## src/rtl/rf_pkg.sv

```systemverilog
// Shared constants and flush FSM encoding for the multiport register file.
package rf_pkg;

  typedef enum logic {
    ST_IDLE  = 1'b0,
    ST_SWEEP = 1'b1
  } rf_state_e;

  localparam int RF_DATA_W   = 32;
  localparam int RF_ADDR_W   = 5;
  localparam int RF_ZERO_IDX = 0;

endpackage

```

## src/rtl/rf_bypass_mux.sv

```systemverilog
// Per-read-port output select: array word, same-cycle write bypass, zero register, sweep blanking.
module rf_bypass_mux
  import rf_pkg::*;
#(
  parameter int DATA_W   = RF_DATA_W,
  parameter int ADDR_W   = RF_ADDR_W,
  parameter int BYPASS   = 1,
  parameter int ZERO_REG = 1
) (
  input  logic [ADDR_W-1:0] ra,
  input  logic [DATA_W-1:0] word,
  input  logic              we0,
  input  logic [ADDR_W-1:0] wa0,
  input  logic [DATA_W-1:0] wd0,
  input  logic              we1,
  input  logic [ADDR_W-1:0] wa1,
  input  logic [DATA_W-1:0] wd1,
  input  logic              busy,
  output logic [DATA_W-1:0] rd
);

  logic zero_hit;
  assign zero_hit = (ZERO_REG != 0) && (ra == ADDR_W'(RF_ZERO_IDX));

  // Port 1 is evaluated last so it wins when both write ports match.
  always_comb begin
    rd = word;
    if (BYPASS != 0) begin
      if (we0 && (wa0 == ra)) rd = wd0;
      if (we1 && (wa1 == ra)) rd = wd1;
    end
    if (zero_hit || busy) rd = '0;
  end

endmodule

```

## src/rtl/rf_multiport.sv

```systemverilog
// Multiport GPR file: NUM_RD comb reads, two prioritised write ports, background flush sweep.
// Define RF_TRACE_EN to print one trace line per committed write.
module rf_multiport
  import rf_pkg::*;
#(
  parameter int DATA_W   = RF_DATA_W,
  parameter int ADDR_W   = RF_ADDR_W,
  parameter int NUM_RD   = 2,
  parameter int BYPASS   = 1,
  parameter int ZERO_REG = 1
) (
  input  logic                     clk,
  input  logic                     clr,
  input  logic [NUM_RD*ADDR_W-1:0] ra,
  output logic [NUM_RD*DATA_W-1:0] rd,
  input  logic                     we0,
  input  logic [ADDR_W-1:0]        wa0,
  input  logic [DATA_W-1:0]        wd0,
  input  logic                     we1,
  input  logic [ADDR_W-1:0]        wa1,
  input  logic [DATA_W-1:0]        wd1,
  input  logic [31:0]              pc0,
  input  logic [31:0]              pc1,
  input  logic                     flush_req,
  output logic                     busy
);

  localparam int DEPTH = 1 << ADDR_W;

  logic [DATA_W-1:0] mem [DEPTH];
  rf_state_e         state, state_nxt;
  logic [ADDR_W-1:0] idx, idx_nxt;

  logic [NUM_RD-1:0][ADDR_W-1:0] ra_v;
  logic [NUM_RD-1:0][DATA_W-1:0] rd_v;

  assign ra_v = ra;
  assign rd   = rd_v;
  assign busy = (state == ST_SWEEP);

  logic zt0, zt1, commit0, commit1;
  assign zt0 = (ZERO_REG != 0) && (wa0 == ADDR_W'(RF_ZERO_IDX));
  assign zt1 = (ZERO_REG != 0) && (wa1 == ADDR_W'(RF_ZERO_IDX));
  assign commit1 = we1 && !busy && !zt1;
  // Port 0 loses an address collision even when port 1 targets the zero register.
  assign commit0 = we0 && !busy && !zt0 && !(we1 && (wa1 == wa0));

  always_comb begin
    state_nxt = state;
    idx_nxt   = idx;
    case (state)
      ST_IDLE: begin
        if (flush_req) begin
          state_nxt = ST_SWEEP;
          idx_nxt   = '0;
        end
      end
      ST_SWEEP: begin
        idx_nxt = idx + 1'b1;
        if (&idx) state_nxt = ST_IDLE;
      end
      default: state_nxt = ST_IDLE;
    endcase
  end

  always_ff @(posedge clk) begin
    if (clr) begin
      state <= ST_IDLE;
      idx   <= '0;
    end else begin
      state <= state_nxt;
      idx   <= idx_nxt;
    end
  end

  always_ff @(posedge clk) begin
    if (clr) begin
      for (int i = 0; i < DEPTH; i++) mem[i] <= '0;
    end else if (busy) begin
      mem[idx] <= '0;
    end else begin
      if (commit0) mem[wa0] <= wd0;
      if (commit1) mem[wa1] <= wd1;
    end
  end

  for (genvar k = 0; k < NUM_RD; k++) begin : g_rd
    rf_bypass_mux #(
      .DATA_W  (DATA_W),
      .ADDR_W  (ADDR_W),
      .BYPASS  (BYPASS),
      .ZERO_REG(ZERO_REG)
    ) u_mux (
      .ra  (ra_v[k]),
      .word(mem[ra_v[k]]),
      .we0 (we0),
      .wa0 (wa0),
      .wd0 (wd0),
      .we1 (we1),
      .wa1 (wa1),
      .wd1 (wd1),
      .busy(busy),
      .rd  (rd_v[k])
    );
  end

`ifdef RF_TRACE_EN
  always_ff @(posedge clk) begin
    if (!clr) begin
      if (commit0) $display("%0t@%h: $%0d <= %h", $time, pc0 - 32'd4, wa0, wd0);
      if (commit1) $display("%0t@%h: $%0d <= %h", $time, pc1 - 32'd4, wa1, wd1);
    end
  end
`else
  logic unused_pc;
  assign unused_pc = ^{pc0, pc1};
`endif

endmodule
```

## config.mk

```make
export PLATFORM = sky130hd
export DESIGN_NAME = rf_multiport
export DESIGN_NICKNAME = d
export VERILOG_FILES = /design/src/rtl/rf_pkg.sv /design/src/rtl/rf_bypass_mux.sv /design/src/rtl/rf_multiport.sv
export SDC_FILE = /design/constraint.sdc
export NUM_CORES = 2
export LEC_CHECK = 0
export CORE_MARGIN = 3
export CORE_UTILIZATION = 30
export CTS_CLUSTER_DIAMETER = 80
export DETAILED_ROUTE_END_ITERATION = 16
export PLACE_DENSITY = 0.54
export RECOVER_POWER = 25
export SYNTH_ARGS = -nofsm -noshare
export SYNTH_HDL_FRONTEND = slang
export SYNTH_SLANG_ARGS = --single-unit
```

## constraint.sdc

```tcl
create_clock -name clk -period 5.1 [get_ports clk]
set_input_delay 1.275 -clock clk [delete_from_list [all_inputs] [get_ports clk]]
set_output_delay 1.275 -clock clk [all_outputs]
set_load 0.01 [all_outputs]
```

Yosys cells after proc, flatten, opt, wreduce, memory -nomap -nowiden --
Memories as Yosys holds them, arrays and structs flattened. Index checks and enable logic that the tools add are counted.
Word-level totals: register bits 6, memory bits (writable) 1024, memories kept 1, logic and storage cells 68
Cells by class: multiplexer cells 33, equality and inequality tests 6, reductions and logical operators 24, bitwise gates (word level) 1, add/subtract/negate cells 1
Memories:
- mem | depth 32, bits a word 32, read ports 2, clocked after memory_dff 0, write ports 32, RTL line rf_multiport.sv:30 | logic [DATA_W-1:0] mem [DEPTH];
Operator list (count):
- 32-bit 2-to-1 mux | 9
- 32-bit OR reduction | 3
- 5-bit equality test | 5
- 5-bit logical NOT | 4
- 5-bit 2-to-1 mux | 4
- 1-bit 2-to-1 mux | 18
- 1-bit logical AND | 10
- 5-bit one-hot mux with 2 select lines | 1
- 5-bit by 1-bit adder with 5-bit output (second input constant) | 1
- 5-bit AND reduction | 1
- 1-bit logical NOT | 4
- 1-bit logical OR | 2
- 2-bit inequality test (second input constant) | 1
- 1-bit one-hot mux with 2 select lines | 1
- 1-bit NOT | 1

Longest topological paths before layout --
depth in word-level cells 10, gate-level depth with buffers 10, mapped depth without buffers 5

Hierarchy --
From an unflattened synthesis, not the netlist that was laid out.
Unflattened totals: cells, all modules 6438, area total of the unflattened synthesis 63853.7 um2
Modules (own cells, without submodules):
- rf_multiport | instances 1, area each 61281.3 um2, cells each 6084
- rf_bypass_mux | instances 2, area each 1286.2 um2, cells each 177

Worst setup path before layout --
No wires, ideal clock.
path kind input to output, from input ra[0], to output rd[10], stages on the path 7, buffers on the path 3, arrival time 3536 ps, setup slack 289 ps, data required time 3825 ps, cells stage by stage clkbuf_1 buf_2 buf_1 mux4_2 mux4_2 nand4_1 nand3_1
On the way: word-level cells in the longest chain between the ends 5, elaborated cells between the ends (all ways) 10, those cells by class 2 x eq/ne; 3 x mux; 4 x reduce/logical; 1 x memory
RTL lines:
- from (decl) | RTL line rf_multiport.sv:14 | input logic [NUM_RD*ADDR_W-1:0] ra,
- parallel branches: the longest is 4 deep, another holds memory 32 x 32 bit
- 32-bit 2-to-1 mux * | RTL line rf_bypass_mux.sv:32 | if (zero_hit || busy) rd = '0;
- to (decl) | RTL line rf_multiport.sv:15 | output logic [NUM_RD*DATA_W-1:0] rd,
Every way passes the cells marked *.

Worst setup path after layout --
from input ra[0], to output rd[15]
The elaborated chain is that of the path after synthesis.

==> summary.md <==
| Metric | Value |
|---|---|
| Final Slew Violations | `98` |
| DIE WIDTH | `461 µm` |
| Detailed placement HPWL | `157 mm` |
| Root buf cell | `clkbuf_16` |
| Fin Setup TNS | `-0.158 ns` |
| Crit share post-route | `101%` |
| # fillers | `19400` |
| Boundary Pins | `218` |
| Clock Latency Late Sink | `0.75 ns` |
| DP Area | `69500 µm²` |
| Clk sinks | `1030` |
| Top cell type's share of synthesized area | `49.6%` |
| Global-route wire length before repair | `375 mm` |
| Num rows | `166` |
| CTS Hold Bufs | `0` |
| Buf+Inv Stages, Crit Path | `4` |
| Final instance area | `73200 µm²` |
| Mapped Area | `62000 µm²` |
| Worst path arrival time | `3.90 ns` |
| CP Max Fanout | `13` |
| Worst EP required | `3.83 ns` |
| Fmax | `0.193 GHz` |
| Drt wl/cell | `40.3 µm` |
| Mean Syn Cell Area | `15.6 µm²` |
| Pint | `15.5 mW` |
| Max stage delay cell, worst path | `clkdlybuf4s50_1` |
| Hold Path Class | `register to register` |
| Worst path cell trace | `buf_16, buf_16, buf_4, mux4_2, mux4_2, nand4_1, nand3_1, clkdlybuf4s50_1` |
| Async S/R FF share, synth | `0%` |
| Crit start category | `input port` |
| Gate power share | `16.2%` |
| P_leak | `23.9 nW` |
| CP top delay family | `buffers and inverters` |
| Failing checks | `max-capacitance violations, max-slew violations, negative setup slack` |
| Outcome | `finished, violations left` |
| GRT overflow | `0` |
| RD Place Congestion | `0.980` |
| Max_cap viols | `3` |
| Core Util, Final | `35.7%` |
| CTS tree | `yes` |
| Final hold slack | `0.645 ns` |
| Yosys top cell by area | `edfxtp_1` |
| Final nets | `4143` |
| Vias | `47700` |
| Post-synthesis sequential area ratio | `49.8%` |
| Initial DRC count | `7945` |
| Vias in the first global route | `47200` |
| Setup crit start | `ra[0]` |
| Main area contributors after synthesis | `edfxtp_1 50%, mux4_2 23%, a32o_1 16%, clkbuf_1 2.9%, buf_2 1.3%` |
| Initial antenna violation count | `6` |
| Total chip power | `21.3 mW` |
| Die height | `461 µm` |
| Register bit count reported by yosys | `1030` |
| Clock Skew | `0.0305 ns` |
| RSZ-0062 raised after global routing | `yes` |
| Launching point of the worst reg2reg path | `busy$_SDFF_PP0_` |
| Clock-pin transition on the worst setup and hold timing paths | `0.06 ns` |
| Post-layout min period | `5.18 ns` |
| PnR worst setup slack | `-0.0752 ns` |
| P per Cell Area | `291 nW/µm²` |
| Net Switching | `5.76 mW` |
| Dpl cells | `6541` |
| Multi-input logic area | `28600 µm²` |
| Num CTS Buffers | `111` |
| Ratio of cells with drive above 1 in the final layout | `34.7%` |
| Final WL | `272 mm` |
| Area of the die | `212000 µm²` |
| Vias/cell | `7.06` |
| Share of total power in sequential cells | `46.0%` |
| Crit. End Element | `primary output` |
| Pre-CTS WS | `-0.256 ns` |
| Initial DRT Pass Iterations | `6` |
| Area grow syn2layout | `17.9%` |
| Core region area | `205000 µm²` |
| Post-route ant nets | `0` |
| Gr usage total | `24.9%` |
| Slew HR | `-11.7%` |
| Synth cell types | `58` |
| CTS max path bufs | `3` |
| Max incr delay on CP | `0.58 ns` |
| Number of flops mapped to enable cells by yosys | `1024` |
| IO Port Bufs | `153` |
| Switching Fraction | `27.1%` |
| Max VDD drop | `0.254 mV` |
| Final hold vios | `0` |
| # DRC | `0` |
| Clk network pwr share | `37.8%` |
| Setup violations, final | `10` |
| Ys Warns | `0` |
| Worst slew pin tran | `1.68 ns` |
| Most used DFF post-synth | `edfxtp_1` |
| Non-Filler Instances | `6766` |
| Min-delay src | `idx[0]$_SDFFE_PP0P_` |
| Htree depth | `3` |
| Pin count of the biggest net entering global routing | `179` |
| CP Class | `input port to primary output` |
| Reg area | `30900 µm²` |
| Mapped Cells | `3977` |
| Initial Util | `30.2%` |
-- power groups by stage --
stage	sequential [mW]	clock (mW)	combinational, mW
finish	9.78	8.04	3.44
global route	9.82	8.42	3.49
CTS	9.78	8.10	3.36
detailed placement	9.95	0	3.33
global placement	9.93	0	3.33
floorplan	9.90	0	1.76
-- worst reg2reg max path, cell delays in order (launching register included) --
cell and delay, ns:
dfxtp_1 0.43, buf_4 0.27, a2111oi_0 0.80, clkbuf_1 0.22, o2111ai_1 0.17, clkbuf_4 0.30, o31ai_4 0.20, clkbuf_2 1.24
a32o_1 0.37
-- cell usage after synthesis (4+ instances only) --
cell type / instances
nor3_1: 11
edfxtp_1: 1024
or2_2: 6
a21oi_1: 6
o31ai_1: 7
o32ai_2: 4
nand3_1: 73
nor2_1: 49
nand4b_1: 32
mux2_2: 5
nand2_1: 23
clkbuf_1: 478
a32o_1: 992
dfxtp_1: 6
buf_1: 142
nor3b_1: 4
o21ai_0: 4
a32oi_1: 63
nand4_1: 98
o32ai_4: 4
xor2_1: 8
nor2b_1: 6
nand2b_1: 12
buf_2: 165
a211oi_1: 4
mux2i_1: 15
buf_4: 6
a211o_1: 31
xnor2_1: 17
mux4_2: 634
o31ai_2: 8
-- routing by layer --
layer  wire length [µm]  GRT usage [%]  part of all wire [%]  up-vias
met5                 37              0                 0.014        -
met4              22500           17.1                   8.3        6
met3              31800           4.81                    12      957
met2             127000           39.8                    47     3888
met1              91300           30.6                    34    24900
li1                   -              -                     -    17900
-- registers in the layout, indices dropped and copies added, names as in the netlist --
name	count
idx	5
mem	1024
busy	1
-- timing repair --
action | 4_1_cts | 5_1_grt
resized for setup | 32 | 35
pin swaps | 4 | 11
setup endpoints to repair | 64 | 45
setup buffers | 9 | 6
cloned | 3 | 4
-- cells by family (layout without fill, tap and decap cells) --
kind of cell    count (synthesis)  after routing  synth area share [%]
xor+xnor                       25             25                 0.353
fa+ha+maj                       2              2                0.0403
other cells                     1             34               0.00605
simple gates                  331            332                  3.05
mux                           654            654                  23.4
compound gates               1139           1139                  18.3
buf+inv                       795            862                  5.18
flops                        1030           1030                  49.8
-- area by class of cell --
type                    count  area share, %
diodes                      2        0.00684
clock buffers             142           4.01
repair buffers            657           9.39
inverters                   4         0.0205
well taps                2688           4.60
flip-flops and latches   1030           42.2
multi-input cells        2184           39.1
clock inverters            59          0.708
-- cells in the final DEF (no fill, tap or decap), drive strengths merged, types with 31 or more instances in the layout --
master and instances:
edfxtp 1024, nand3 73, clkbuf 178, clkdlybuf4s50 106
nand4 98, mux4 634, a32o 992, nand4b 32
clkinv 42, a211o 31, nor2 51, buf 477
conb 32, a32oi 63
-- worst paths after layout --
check / end / slack [ns] / cells past startpoint
setup / recovery: rd[15] / -0.08 / 8
hold / removal: idx[0]$_SDFFE_PP0P_ / 0.64 / 2
setup reg to reg: mem[30][12]$_DFFE_PP_ / 0.97 / 8
hold reg to reg: idx[0]$_SDFFE_PP0P_ / 0.64 / 2
Note: power is estimated with default switching activity, not from simulation.
